--- src/rtl/dsp_post_adder_acc_pkg.sv ---
// rtl/dsp_post_adder_acc_pkg.sv - opmode field layout and operand select encodings
package dsp_post_adder_acc_pkg;

  localparam int PWIDTH_DEF = 48;
  localparam int MWIDTH_DEF = 36;

  localparam int OP_XSEL_LSB  = 0;
  localparam int OP_ZSEL_LSB  = 2;
  localparam int OP_CIN_CONST = 4;
  localparam int OP_CIN_SRC   = 5;
  localparam int OP_RSVD      = 6;
  localparam int OP_SUB       = 7;

  typedef enum logic [1:0] {
    X_ZERO = 2'd0,
    X_M    = 2'd1,
    X_P    = 2'd2,
    X_DAB  = 2'd3
  } x_sel_e;

  typedef enum logic [1:0] {
    Z_ZERO = 2'd0,
    Z_PCIN = 2'd1,
    Z_P    = 2'd2,
    Z_C    = 2'd3
  } z_sel_e;

endpackage

--- src/rtl/dsp_post_adder_acc_dff_mux.sv ---
// rtl/dsp_post_adder_acc_dff_mux.sv - register/bypass cell with synchronous reset
module dsp_post_adder_acc_dff_mux #(
  parameter int WIDTH = 1,
  parameter int SEL   = 1
) (
  input  logic             clk,
  input  logic             rst,
  input  logic             ce,
  input  logic [WIDTH-1:0] d,
  output logic [WIDTH-1:0] q,
  output logic [WIDTH-1:0] reg_out
);

  logic [WIDTH-1:0] reg_d;
  logic [WIDTH-1:0] reg_q;

  always_comb begin
    reg_d = reg_q;
    if (rst) begin
      reg_d = '0;
    end else if (ce) begin
      reg_d = d;
    end
  end

  always_ff @(posedge clk) begin
    reg_q <= reg_d;
  end

  // reg_out always exposes the flop, even when q bypasses it
  assign reg_out = reg_q;
  assign q       = (SEL != 0) ? reg_q : d;

endmodule

--- src/rtl/dsp_post_adder_acc.sv ---
// rtl/dsp_post_adder_acc.sv - DSP post-adder/accumulator with P feedback and cascade out
module dsp_post_adder_acc
  import dsp_post_adder_acc_pkg::*;
#(
  parameter int PWIDTH      = PWIDTH_DEF,
  parameter int MWIDTH      = MWIDTH_DEF,
  parameter int OPMODEREG   = 1,
  parameter int CARRYINREG  = 1,
  parameter int PREG        = 1,
  parameter int CARRYOUTREG = 1
) (
  input  logic              clk,
  input  logic              rst,
  input  logic              ce_opmode,
  input  logic              ce_carryin,
  input  logic              ce_p,
  input  logic [7:0]        opmode,
  input  logic [MWIDTH-1:0] m,
  input  logic [PWIDTH-1:0] dab,
  input  logic [PWIDTH-1:0] c,
  input  logic [PWIDTH-1:0] pcin,
  input  logic              carryin,
  output logic [PWIDTH-1:0] p,
  output logic [PWIDTH-1:0] pcout,
  output logic              carryout,
  output logic              carryoutf
);

  logic [7:0]        opmode_in;
  logic [7:0]        opmode_eff;
  logic [7:0]        unused_opmode_reg;
  logic              cin_sel;
  logic              cin_eff;
  logic              unused_cyi_reg;
  logic [PWIDTH-1:0] p_fb;
  logic              unused_co_reg;
  logic              unused_rsvd;
  x_sel_e            x_sel;
  z_sel_e            z_sel;
  logic [PWIDTH-1:0] x_op;
  logic [PWIDTH-1:0] z_op;
  logic [PWIDTH:0]   sum;

  // The reserved bit is dropped before the register so it can never reach the datapath
  always_comb begin
    opmode_in          = opmode;
    opmode_in[OP_RSVD] = 1'b0;
  end

  dsp_post_adder_acc_dff_mux #(.WIDTH(8), .SEL(OPMODEREG)) u_opmode_reg (
    .clk     (clk),
    .rst     (rst),
    .ce      (ce_opmode),
    .d       (opmode_in),
    .q       (opmode_eff),
    .reg_out (unused_opmode_reg)
  );

  // Carry select follows the live opmode so cyi lines up with the registered opmode
  assign cin_sel = opmode[OP_CIN_SRC] ? carryin : opmode[OP_CIN_CONST];

  dsp_post_adder_acc_dff_mux #(.WIDTH(1), .SEL(CARRYINREG)) u_cyi_reg (
    .clk     (clk),
    .rst     (rst),
    .ce      (ce_carryin),
    .d       (cin_sel),
    .q       (cin_eff),
    .reg_out (unused_cyi_reg)
  );

  assign unused_rsvd = opmode_eff[OP_RSVD];

  always_comb begin
    x_sel = x_sel_e'(opmode_eff[OP_XSEL_LSB +: 2]);
    z_sel = z_sel_e'(opmode_eff[OP_ZSEL_LSB +: 2]);

    x_op = '0;
    case (x_sel)
      X_ZERO:  x_op = '0;
      X_M:     x_op = {{(PWIDTH-MWIDTH){1'b0}}, m};
      X_P:     x_op = p_fb;
      X_DAB:   x_op = dab;
      default: x_op = '0;
    endcase

    z_op = '0;
    case (z_sel)
      Z_ZERO:  z_op = '0;
      Z_PCIN:  z_op = pcin;
      Z_P:     z_op = p_fb;
      Z_C:     z_op = c;
      default: z_op = '0;
    endcase

    // MSB of the widened result is carry on add and borrow on subtract
    if (opmode_eff[OP_SUB]) begin
      sum = {1'b0, z_op} - ({1'b0, x_op} + {{PWIDTH{1'b0}}, cin_eff});
    end else begin
      sum = {1'b0, z_op} + {1'b0, x_op} + {{PWIDTH{1'b0}}, cin_eff};
    end
  end

  dsp_post_adder_acc_dff_mux #(.WIDTH(PWIDTH), .SEL(PREG)) u_p_reg (
    .clk     (clk),
    .rst     (rst),
    .ce      (ce_p),
    .d       (sum[PWIDTH-1:0]),
    .q       (p),
    .reg_out (p_fb)
  );

  dsp_post_adder_acc_dff_mux #(.WIDTH(1), .SEL(CARRYOUTREG)) u_carryout_reg (
    .clk     (clk),
    .rst     (rst),
    .ce      (ce_p),
    .d       (sum[PWIDTH]),
    .q       (carryout),
    .reg_out (unused_co_reg)
  );

  assign pcout     = p;
  assign carryoutf = carryout;

endmodule

--- config.mk ---
export PLATFORM = sky130hd
export DESIGN_NAME = dsp_post_adder_acc
export DESIGN_NICKNAME = d
export VERILOG_FILES = /design/src/rtl/dsp_post_adder_acc_pkg.sv /design/src/rtl/dsp_post_adder_acc_dff_mux.sv /design/src/rtl/dsp_post_adder_acc.sv
export SDC_FILE = /design/constraint.sdc
export NUM_CORES = 1
export LEC_CHECK = 0
export CELL_PAD_IN_SITES_DETAIL_PLACEMENT = 0
export CELL_PAD_IN_SITES_GLOBAL_PLACEMENT = 1
export CORE_MARGIN = 5
export CORE_UTILIZATION = 39
export CTS_CLUSTER_SIZE = 40
export DETAILED_ROUTE_END_ITERATION = 12
export GPL_ROUTABILITY_DRIVEN = 0
export PLACE_DENSITY = 0.95
export SLEW_MARGIN = 20
export SYNTH_ARGS = -nofsm -noshare
export SYNTH_HDL_FRONTEND = slang
export SYNTH_SLANG_ARGS = --single-unit
--- constraint.sdc ---
create_clock -name clk -period 12.95 [get_ports clk]
set_input_delay 2.59 -clock clk [delete_from_list [all_inputs] [get_ports clk]]
set_output_delay 2.59 -clock clk [all_outputs]
set_load 0.005 [all_outputs]
# After elaboration in Yosys (flattened, before gate mapping)
# Index checks and enable logic that the tools add are counted.
# Widths: inputs -> output; s select.
[word_totals] inputBits=194 output_inout_bits=98 reg_bits=57 wordCells=20
[classes] n_mux=4 reduce_logical=2 add_sub_neg=4 n_eq_ne=6
[ops] operator="$pmux 48 s4" n=2
[ops] operator="$add 48x1->49" n=1
[ops] operator="$add 48x48->49" n=1
[ops] operator="$add 49x1->49" n=1
[ops] operator="$mux 49" n=1
[ops] operator="$sub 48x49->49" n=1
[ops] operator="$eq 2x2->1 const B" n=4
[ops] operator="$eq 2x1->1 const B" n=2
[ops] operator="$logic_not 2->1" n=2
[ops] operator="$mux 1" n=1

# Longest topological paths before layout
# Gate-level depths: netlist (run 1).
[logic_depth] word_depth=5 mapped_depth=19 mapped_depth_nobuf=16

# Modules after synthesis
# A second synthesis (run 1) with hierarchy kept.
[hier_totals] hier_cells=1530 area_unflattened_um2=11583.6
[modules_own_cells] module="dsp_post_adder_acc" cells_each=1285 seq_area_each_um2=0.0 area_per_inst_um2=9066.2 instances=1
[modules_own_cells] module="dsp_post_adder_acc_dff_mux at u_p_reg" cells_each=203 seq_area_each_um2=960.9 area_per_inst_um2=2089.5 instances=1
[modules_own_cells] module="dsp_post_adder_acc_dff_mux at u_opmode_reg" cells_each=34 seq_area_each_um2=160.2 area_per_inst_um2=345.3 instances=1
[modules_own_cells] module="dsp_post_adder_acc_dff_mux at u_carryout_reg ..." cells_each=4 seq_area_each_um2=20.0 area_per_inst_um2=41.3 instances=2

# Least setup slack after synthesis (run 1)
# OpenSTA, ideal clock, no wires.
[synth_timing] path_type="input -> register" startpoint="input dab[18]" endpoint="register u_p_reg.reg_q[43] (netlist: u_p_reg.q[43])" setup_time_ns=0.103 path_buffers=1 arrival_ns=5.786 slack_ns=7.061 path_stages=16 t_required_ns=12.847 cell_sequence="mux2_2 -> a22o_1 -> ha_1 -> inv_1 -> ha_1 -> clkbuf_2 -> a21o_1 -> a31oi_1 -> o221ai_1 -> a2111o_1 -> o21ba_2 -> o2bb2ai_1 -> o21ai_1 -> o41ai_1 -> xnor2_1 -> a2111oi_2"
[synth_via] elab_chain_len=4 elab_cells_between_ends=6 classes_between="add/sub: 4; mux: 2"
[synth_rtl] element="from (decl)" line_no="dsp_post_adder_acc.sv:19" source="input logic [PWIDTH-1:0] dab,"
[synth_rtl] element="$pmux 48 s4 (*)" line_no="dsp_post_adder_acc.sv:78" source="case (x_sel)"
[synth_rtl] element="$add 48x48->49 or $add 48x1->49 (tied branches)" line_no="dsp_post_adder_acc.sv:99, dsp_post_adder_acc.sv:97"
[synth_rtl] element="$add 49x1->49 or $sub 48x49->49 (tied branches)" line_no="dsp_post_adder_acc.sv:99, dsp_post_adder_acc.sv:97"
[synth_rtl] element="$mux 49 (*)" line_no="dsp_post_adder_acc.sv:96" source="if (opmode_eff[OP_SUB]) begin"
[synth_rtl] element="to (signal assigned)" line_no="dsp_post_adder_acc_dff_mux.sv:27" source="reg_q <= reg_d;"
[synth_rtl] element="to (decl)" line_no="dsp_post_adder_acc_dff_mux.sv:15" source="logic [WIDTH-1:0] reg_q;"
# Mark *: on every way between the ends. The rest lies on a longest branch, timed or not.
# A chain may end at the register's enable or synchronous reset.

# Final worst setup path (run 1)
[layout_timing] startpoint="input dab[18]" endpoint="register u_p_reg.reg_q[47] (netlist: u_p_reg.q[47])"
# The elaborated chain is that of the path after synthesis.

==> results of run 1 <==
-- cell families (layout without fill, tap and decap cells) --
logic type | count (synthesis) | in the layout | share of synthesized area
adders and majority gates | 143 | 143 | 0.164
AOI/OAI and AO/OA | 478 | 478 | 0.303
muxes | 108 | 108 | 0.107
DFF | 55 | 55 | 0.0994
and+or+nand+nor | 350 | 350 | 0.147
buffers and inverters | 276 | 447 | 0.112
xor gates and xnor gates | 84 | 84 | 0.0664
-- per-layer routing --
layer | part of all wire | global-route usage | vias to the layer above
met5 | 0 | 0 | -
met4 | 0.024 | 0.0588 | 0
li1 | - | - | 5659
met2 | 0.48 | 0.408 | 456
met3 | 0.073 | 0.0333 | 72
met1 | 0.43 | 0.308 | 5509
-- through the flow --
step                instance area (um2)  setup WS (ns)  hold slack, ns  instances
global placement                  13800           6.04           0.514       2035
detailed placement                13800           6.00           0.521       2035
finish                            14000           6.26           0.529       2043
global route                      14000           5.92           0.553       2043
floorplan                         11100           7.06           0.476       1494
CTS                               14000           6.30           0.532       2043
-- how the worst min path moves through the flow --
stage / startpoint / endpoint / cells past startpoint
after floorplan: u_p_reg.q[34] / u_p_reg.q[34] / 2
after global placement: u_p_reg.q[0] / u_p_reg.q[0] / 2
after detailed placement: u_p_reg.q[0] / u_p_reg.q[0] / 2
after CTS: u_p_reg.q[0] / u_p_reg.q[0] / 2
after global routing: u_p_reg.q[38] / u_p_reg.q[38] / 2
final: u_p_reg.q[0] / u_p_reg.q[0] / 2
-- layout make-up --
cell class                      count  area (um2)  area share
Clock buffer                        6         139     0.00993
Timing Repair Buffer              300        2970       0.212
Inverter                          139         522      0.0373
Clock inverter                      2        35.0     0.00251
Sequential cell                    55        1110      0.0792
Multi-Input combinational cell   1163        8740       0.625
Tap cell                          378         473      0.0338
-- where the power goes --
part           total, W  internal, W  switching, W
clock network  0.000172    0.0000968     0.0000749
registers      0.000208     0.000184     0.0000237
logic          0.000713     0.000334      0.000379
-- registers in the layout, indices dropped and copies added (netlist names) --
name and cells:
u_p_reg.q 48, u_carryout_reg.q 1, u_opmode_reg.q 5, u_cyi_reg.q 1
-- cells in the mapped netlist (4+ instances only) --
master and number:
dfxtp_1 55, o211ai_1 15, a21oi_1 121, o21ai_0 59, a2111oi_0 4, buf_4 49, and3_1 13, fa_1 4
nand2_1 94, mux2_2 83, nor4_1 4, xor2_1 25, o21a_1 7, ha_1 139, o21bai_1 22, nor2_1 118
a31oi_1 12, mux2i_1 24, a41oi_1 6, nor3_1 24, buf_1 16, nor2b_1 27, a22o_1 60, xnor2_1 59
or3_1 4, nand4_1 14, a21o_1 42, clkbuf_2 5, o21ai_1 7, a21boi_0 5, inv_1 137, nand2b_1 11
and2_1 5, and4_1 4, buf_2 8, nand3_1 23, a22oi_1 26, clkbuf_1 58, a221oi_1 4, a211oi_1 35
-- worst reg2reg max path: cells and delay by family, from the launching register on --
kind	cells	cell delay, ns
compound gates	8	2.20
fa+ha+maj	2	0.95
simple gates	3	0.92
buf+inv	1	0.49
flops	1	0.33
xor+xnor	1	0.17
==> reports/metrics.cfg, run 1 <==
[synth]
synth-seq-area-share = 0.0994
syn_nets = 1831
yosys.area.top_type = ha_1
ys_async_sr_fraction = 0
synth-edff-count = 0
synthTopCellsByArea = ha_1, dfxtp_1, mux2_2
yosysUniqueCellTypes = 79
synth-seq-cells = 55
synthCells = 1494
yosys_warnings = 0
avgSynthCellArea_um2 = 7.41
synth_flop_cell = dfxtp_1
yosysTopAreaCellShare = 0.157
synth_area_um2 = 11100

[timing]
hold_viol = 0
relSlewSlack = 0.268
fin_skew_ns = 0.0104
max_freq_ghz = 0.149
rsz0062_at_grt = false
setup_viol = 0
tightestPinTransition_ns = 1.09
fin_tns_setup_ns = 0
fin_crit_ns = 6.69
slew_viol_final = 0
post-route-period-util = 0.517

[cells_and_area]
area_growth_pct = 26.3
num-nets-final = 2001
final_core_util = 0.501
fillCellCount = 2745
final_common_cell = clkdlybuf4s50_1
drive_gt1_frac = 0.0805
most-common-layout-cells = clkdlybuf4s50_1, ha_1, inv_1
diodes = 0

[cts]
cts-htree-levels = 2
cts_tree = done
cts_root_buf = clkbuf_16
tritoncts.num_buffers = 5
clock_sinks = 55
post_cts_resized = 0
cts.clk_slew.worst_paths_ns = 0.08
cts_setup_buffers = 0
cts.path.max_buffers = 2
postCtsHoldBufs = 0
insertion_delay_ns = 0.31

[placed_design]
io_buffers = 290
dp_hpwl_um = 31000

[routing]
routedWlPerCell_um = 19.3
post_drt_via_cell_ratio = 5.72
wirelength_um = 39500
drt_iter0_markers = 1001
vias = 11700
ant_nets = 0
drcViolationCount = 0
first_pass_iters = 7

[setup_path]
worst-path-buf-inv = 2
rr_startpoint = u_opmode_reg.q[3]
crit_start = dab[18]
cp.depth = 16
endpoint_kind = register
reg2reg_to = u_p_reg.q[44]
cpMaxStageDelayCell = clkdlybuf4s50_1
cpPeakStageDelay_ns = 0.43
cp_cell_sequence = clkdlybuf4s50_1 -> mux2_2 -> a22o_1 -> ha_1 -> inv_1 -> ha_1 -> a21o_1 -> a31oi_1 -> o221ai_1 -> a2111o_1 -> o21ai_0 -> a21oi_1 -> a31oi_1 -> o21bai_1 -> mux2i_1 -> a221oi_2
ff2ff_path_depth = 15
cp.arrival_ns = 6.92
crit_family = compound AO/OA/AOI/OAI gates
reg2reg_slack_ns = 7.76
crit_path_start_kind = input port
critPathKind = in2reg
cp_max_fo = 8
required_ns = 13.18
endpoint = u_p_reg.q[47]

[grt]
grt_usage = 0.236
grt_max_degree = 58
grt_pass1_wl_um = 60900
grt_pass1_vias = 11500
gr-total-overflow = 0
antenna_found_initial = 0

[power]
powerDensity_nw_per_um2 = 78.1
vdd_drop_max_v = 0.0000537
power_w = 0.00109
p_leak_nw = 5.95

[worst_hold_path]
min_path_type = reg2reg

[die]
core_area_um2 = 27900
fp-row-count = 61
num_io_pins = 292
die_h_um = 179
die-area_um2 = 31900
initial_core_util = 0.396
die_w_um = 179

[outcome]
status = finished clean

[run]
max-cap-violations = 0

Power figures use the tool's default switching activity.
==> run 2, diff against run 1 <==
- CORE_UTILIZATION: 39 -> 36
- PLACE_DENSITY: 0.95 -> 0.92
- clock period: 12.95 -> 6.2 ns (I/O delays scaled with it)
==> run 2 against run 1 <==
- first-iteration DRC count down 12%
- hold slack better by 0.0092 ns
- sequential share of layout area about the same
- core utilization down 4.0 points
==> reports/metrics.cfg, run 2 (synthesis gave the netlist of run 1 again) <==
[timing]
setup_ws_ns = 0.879  ; -5.38 ns
setup_viol = 0  ; unchanged
relSlewSlack = 0.455  ; +0.187
tightestPinTransition_ns = 0.818  ; -0.277 ns
hold_viol = 0  ; unchanged
rsz0062_at_grt = false
post-route-period-util = 0.858
slew_viol_final = 0  ; unchanged
fin_crit_ns = 5.32
fin_tns_setup_ns = 0  ; unchanged
fin_skew_ns = 0.00764  ; -0.00280 ns
max_freq_ghz = 0.188

[routing]
ant_nets = 0  ; unchanged
drcViolationCount = 0  ; unchanged
wirelength_um = 40300  ; +1.9%
routedWlPerCell_um = 19.5  ; +0.64%
first_pass_iters = 5  ; -2
drt_iter0_markers = 884  ; -12%
post_drt_via_cell_ratio = 5.71  ; -0.30%
vias = 11800  ; +0.97%

[placed_design]
place_area_um2 = 13900  ; +0.60%
dp_hpwl_um = 32300  ; +4.2%
place_ws_ns = 0.632  ; -5.37 ns
io_buffers = 290  ; unchanged

[worst_hold_path]
min_path_type = reg2reg
holdPathStages = 2  ; unchanged
whs_endpoint = u_p_reg.q[38]
min-delay-start = u_p_reg.q[38]

[die]
die-area_um2 = 34400  ; +7.9%
num_io_pins = 292  ; unchanged
initial_core_util = 0.363  ; -0.0335
core_area_um2 = 30500  ; +9.2%
die_h_um = 185  ; +3.9%
die_w_um = 185  ; +3.9%
fp-row-count = 64  ; +4.9%

[setup_path]
endpoint_kind = register
cpPeakStageDelay_ns = 0.43  ; about the same
ff2ff_path_depth = 15  ; unchanged
cp_max_fo = 8  ; unchanged
cp_cell_sequence = clkdlybuf4s50_1 -> mux2_2 -> a22o_1 -> ha_1 -> inv_1 -> ha_1 -> a21o_1 -> a31oi_1 -> o221ai_1 -> a2111o_1 -> o21ai_0 -> a21oi_1 -> a31oi_1 -> o21bai_1 -> mux2i_1 -> a221oi_2
reg2reg_to = u_p_reg.q[44]
reg2reg_slack_ns = 1.11  ; -6.65 ns
crit_path_start_kind = input port
critPathKind = in2reg
required_ns = 6.44  ; -6.74 ns
cpMaxStageDelayCell = clkdlybuf4s50_1
cp.arrival_ns = 5.56  ; -1.36 ns
rr_startpoint = u_opmode_reg.q[1]

[grt]
antenna_found_initial = 0  ; unchanged
grt_use_met2 = 0.380  ; -0.0279
gr-total-overflow = 0  ; unchanged
grt_usage = 0.221  ; -0.0146
grt_pass1_vias = 11400  ; -0.89%
gr-usage-met3 = 0.0238  ; -0.00951
met1_usage = 0.290  ; -0.0183
grt_pass1_wl_um = 61200  ; +0.58%
grt-busiest-layer = met2
grt_max_degree = 73  ; +26%

[cells_and_area]
final_common_cell = clkdlybuf4s50_1
largest_reg_flops = 48  ; unchanged
diodes = 0  ; unchanged
fin_area_um2 = 14100  ; +0.58%
area_growth_pct = 27.0
num-nets-final = 2009  ; +0.40%
drive_gt1_frac = 0.0849  ; +0.00440
most-common-layout-cells = clkdlybuf4s50_1, ha_1, inv_1

[cts]
cts-htree-levels = 2  ; unchanged
postCtsHoldBufs = 0  ; unchanged
cts.path.max_buffers = 2  ; unchanged
cts_root_buf = clkbuf_16
post_cts_resized = 0  ; unchanged
cts.clk_slew.worst_paths_ns = 0.09  ; about the same
cts_tree = done
clock_sinks = 55  ; unchanged
cts_setup_buffers = 0  ; unchanged
insertion_delay_ns = 0.32  ; about the same
tritoncts.num_buffers = 5  ; unchanged

[power]
p_leak_nw = 5.99  ; +0.65%
vdd_drop_max_v = 0.000121  ; +120%
powerDensity_nw_per_um2 = 164  ; +110%

[run]
max-cap-violations = 0  ; unchanged

[outcome]
status = finished clean

run 2: changes by cell type in the layout (fill, tap and decap cells not counted), sizes merged:
cell / previous run / this run
clkbuf: 6 / 5
buf: 12 / 20
inv: 137 / 138
run 2: worst max path at each step:
stage / depth (start not counted) / slack (ns) / startpoint / end
after global routing: 16 / 0.67 / m[18] / u_p_reg.q[47]
after detailed placement: 16 / 0.63 / m[18] / u_p_reg.q[47]
after CTS: 16 / 0.95 / m[18] / u_p_reg.q[47]
after floorplan: 16 / 1.66 / dab[18] / u_p_reg.q[43]
after global placement: 16 / 0.65 / m[18] / u_p_reg.q[47]
final: 16 / 0.88 / m[18] / u_p_reg.q[47]
run 2: cell type report:
type,instances,area [um2]
repair buffers,308,3030
fillers,3085,16400
well taps,396,495
multi-input cells,1163,8740
flip-flops and latches,55,1110
clock buffers,5,125
clock inverters,3,47.5
inverters,139,522
run 2: through the flow:
stage | hold WS, ns | power [W] | std cells | util
6_report | 0.539 | 0.00230 | 2069 | 0.461
5_1_grt | 0.568 | 0.00246 | 2069 | 0.461
4_1_cts | 0.541 | 0.00229 | 2069 | 0.461
3_5_place_dp | 0.525 | 0.00192 | 2061 | 0.455
3_3_place_gp | 0.517 | 0.00190 | 2061 | 0.455
2_1_floorplan | 0.476 | 0.00144 | 1494 | -
run 2: power breakdown:
| part | internal (W) | leakage (nW) | switching, W |
|---|---|---|---|
| Combinational | 0.000703 | 5.45 | 0.000788 |
| Sequential | 0.000384 | 0.455 | 0.0000573 |
| Clock | 0.000194 | 0.0844 | 0.000173 |
run 2: worst max-delay path: cells and delay by family:
| kind | cells | cell delay [ns] |
|---|---|---|
| buffers and inverters | 2 | 0.52 |
| AO/OA/AOI/OAI | 10 | 2.55 |
| adder cells (fa/ha/maj) | 2 | 0.80 |
| multiplexers | 2 | 0.43 |
run 2: routing by layer:
metal / routed length (um) / vias to the layer above
li1: - / 5661
met2: 19300 / 453
met5: 0 / -
met4: 1250 / 0
met3: 2830 / 68
met1: 16900 / 5627
==> run 3, diff against run 2 <==
- CTS_CLUSTER_SIZE: 40 -> default
- SKIP_LAST_GASP: default -> 1
==> results of run 3 <==
Same layout as run 2: the final DEF is identical, and so are final timing and power.
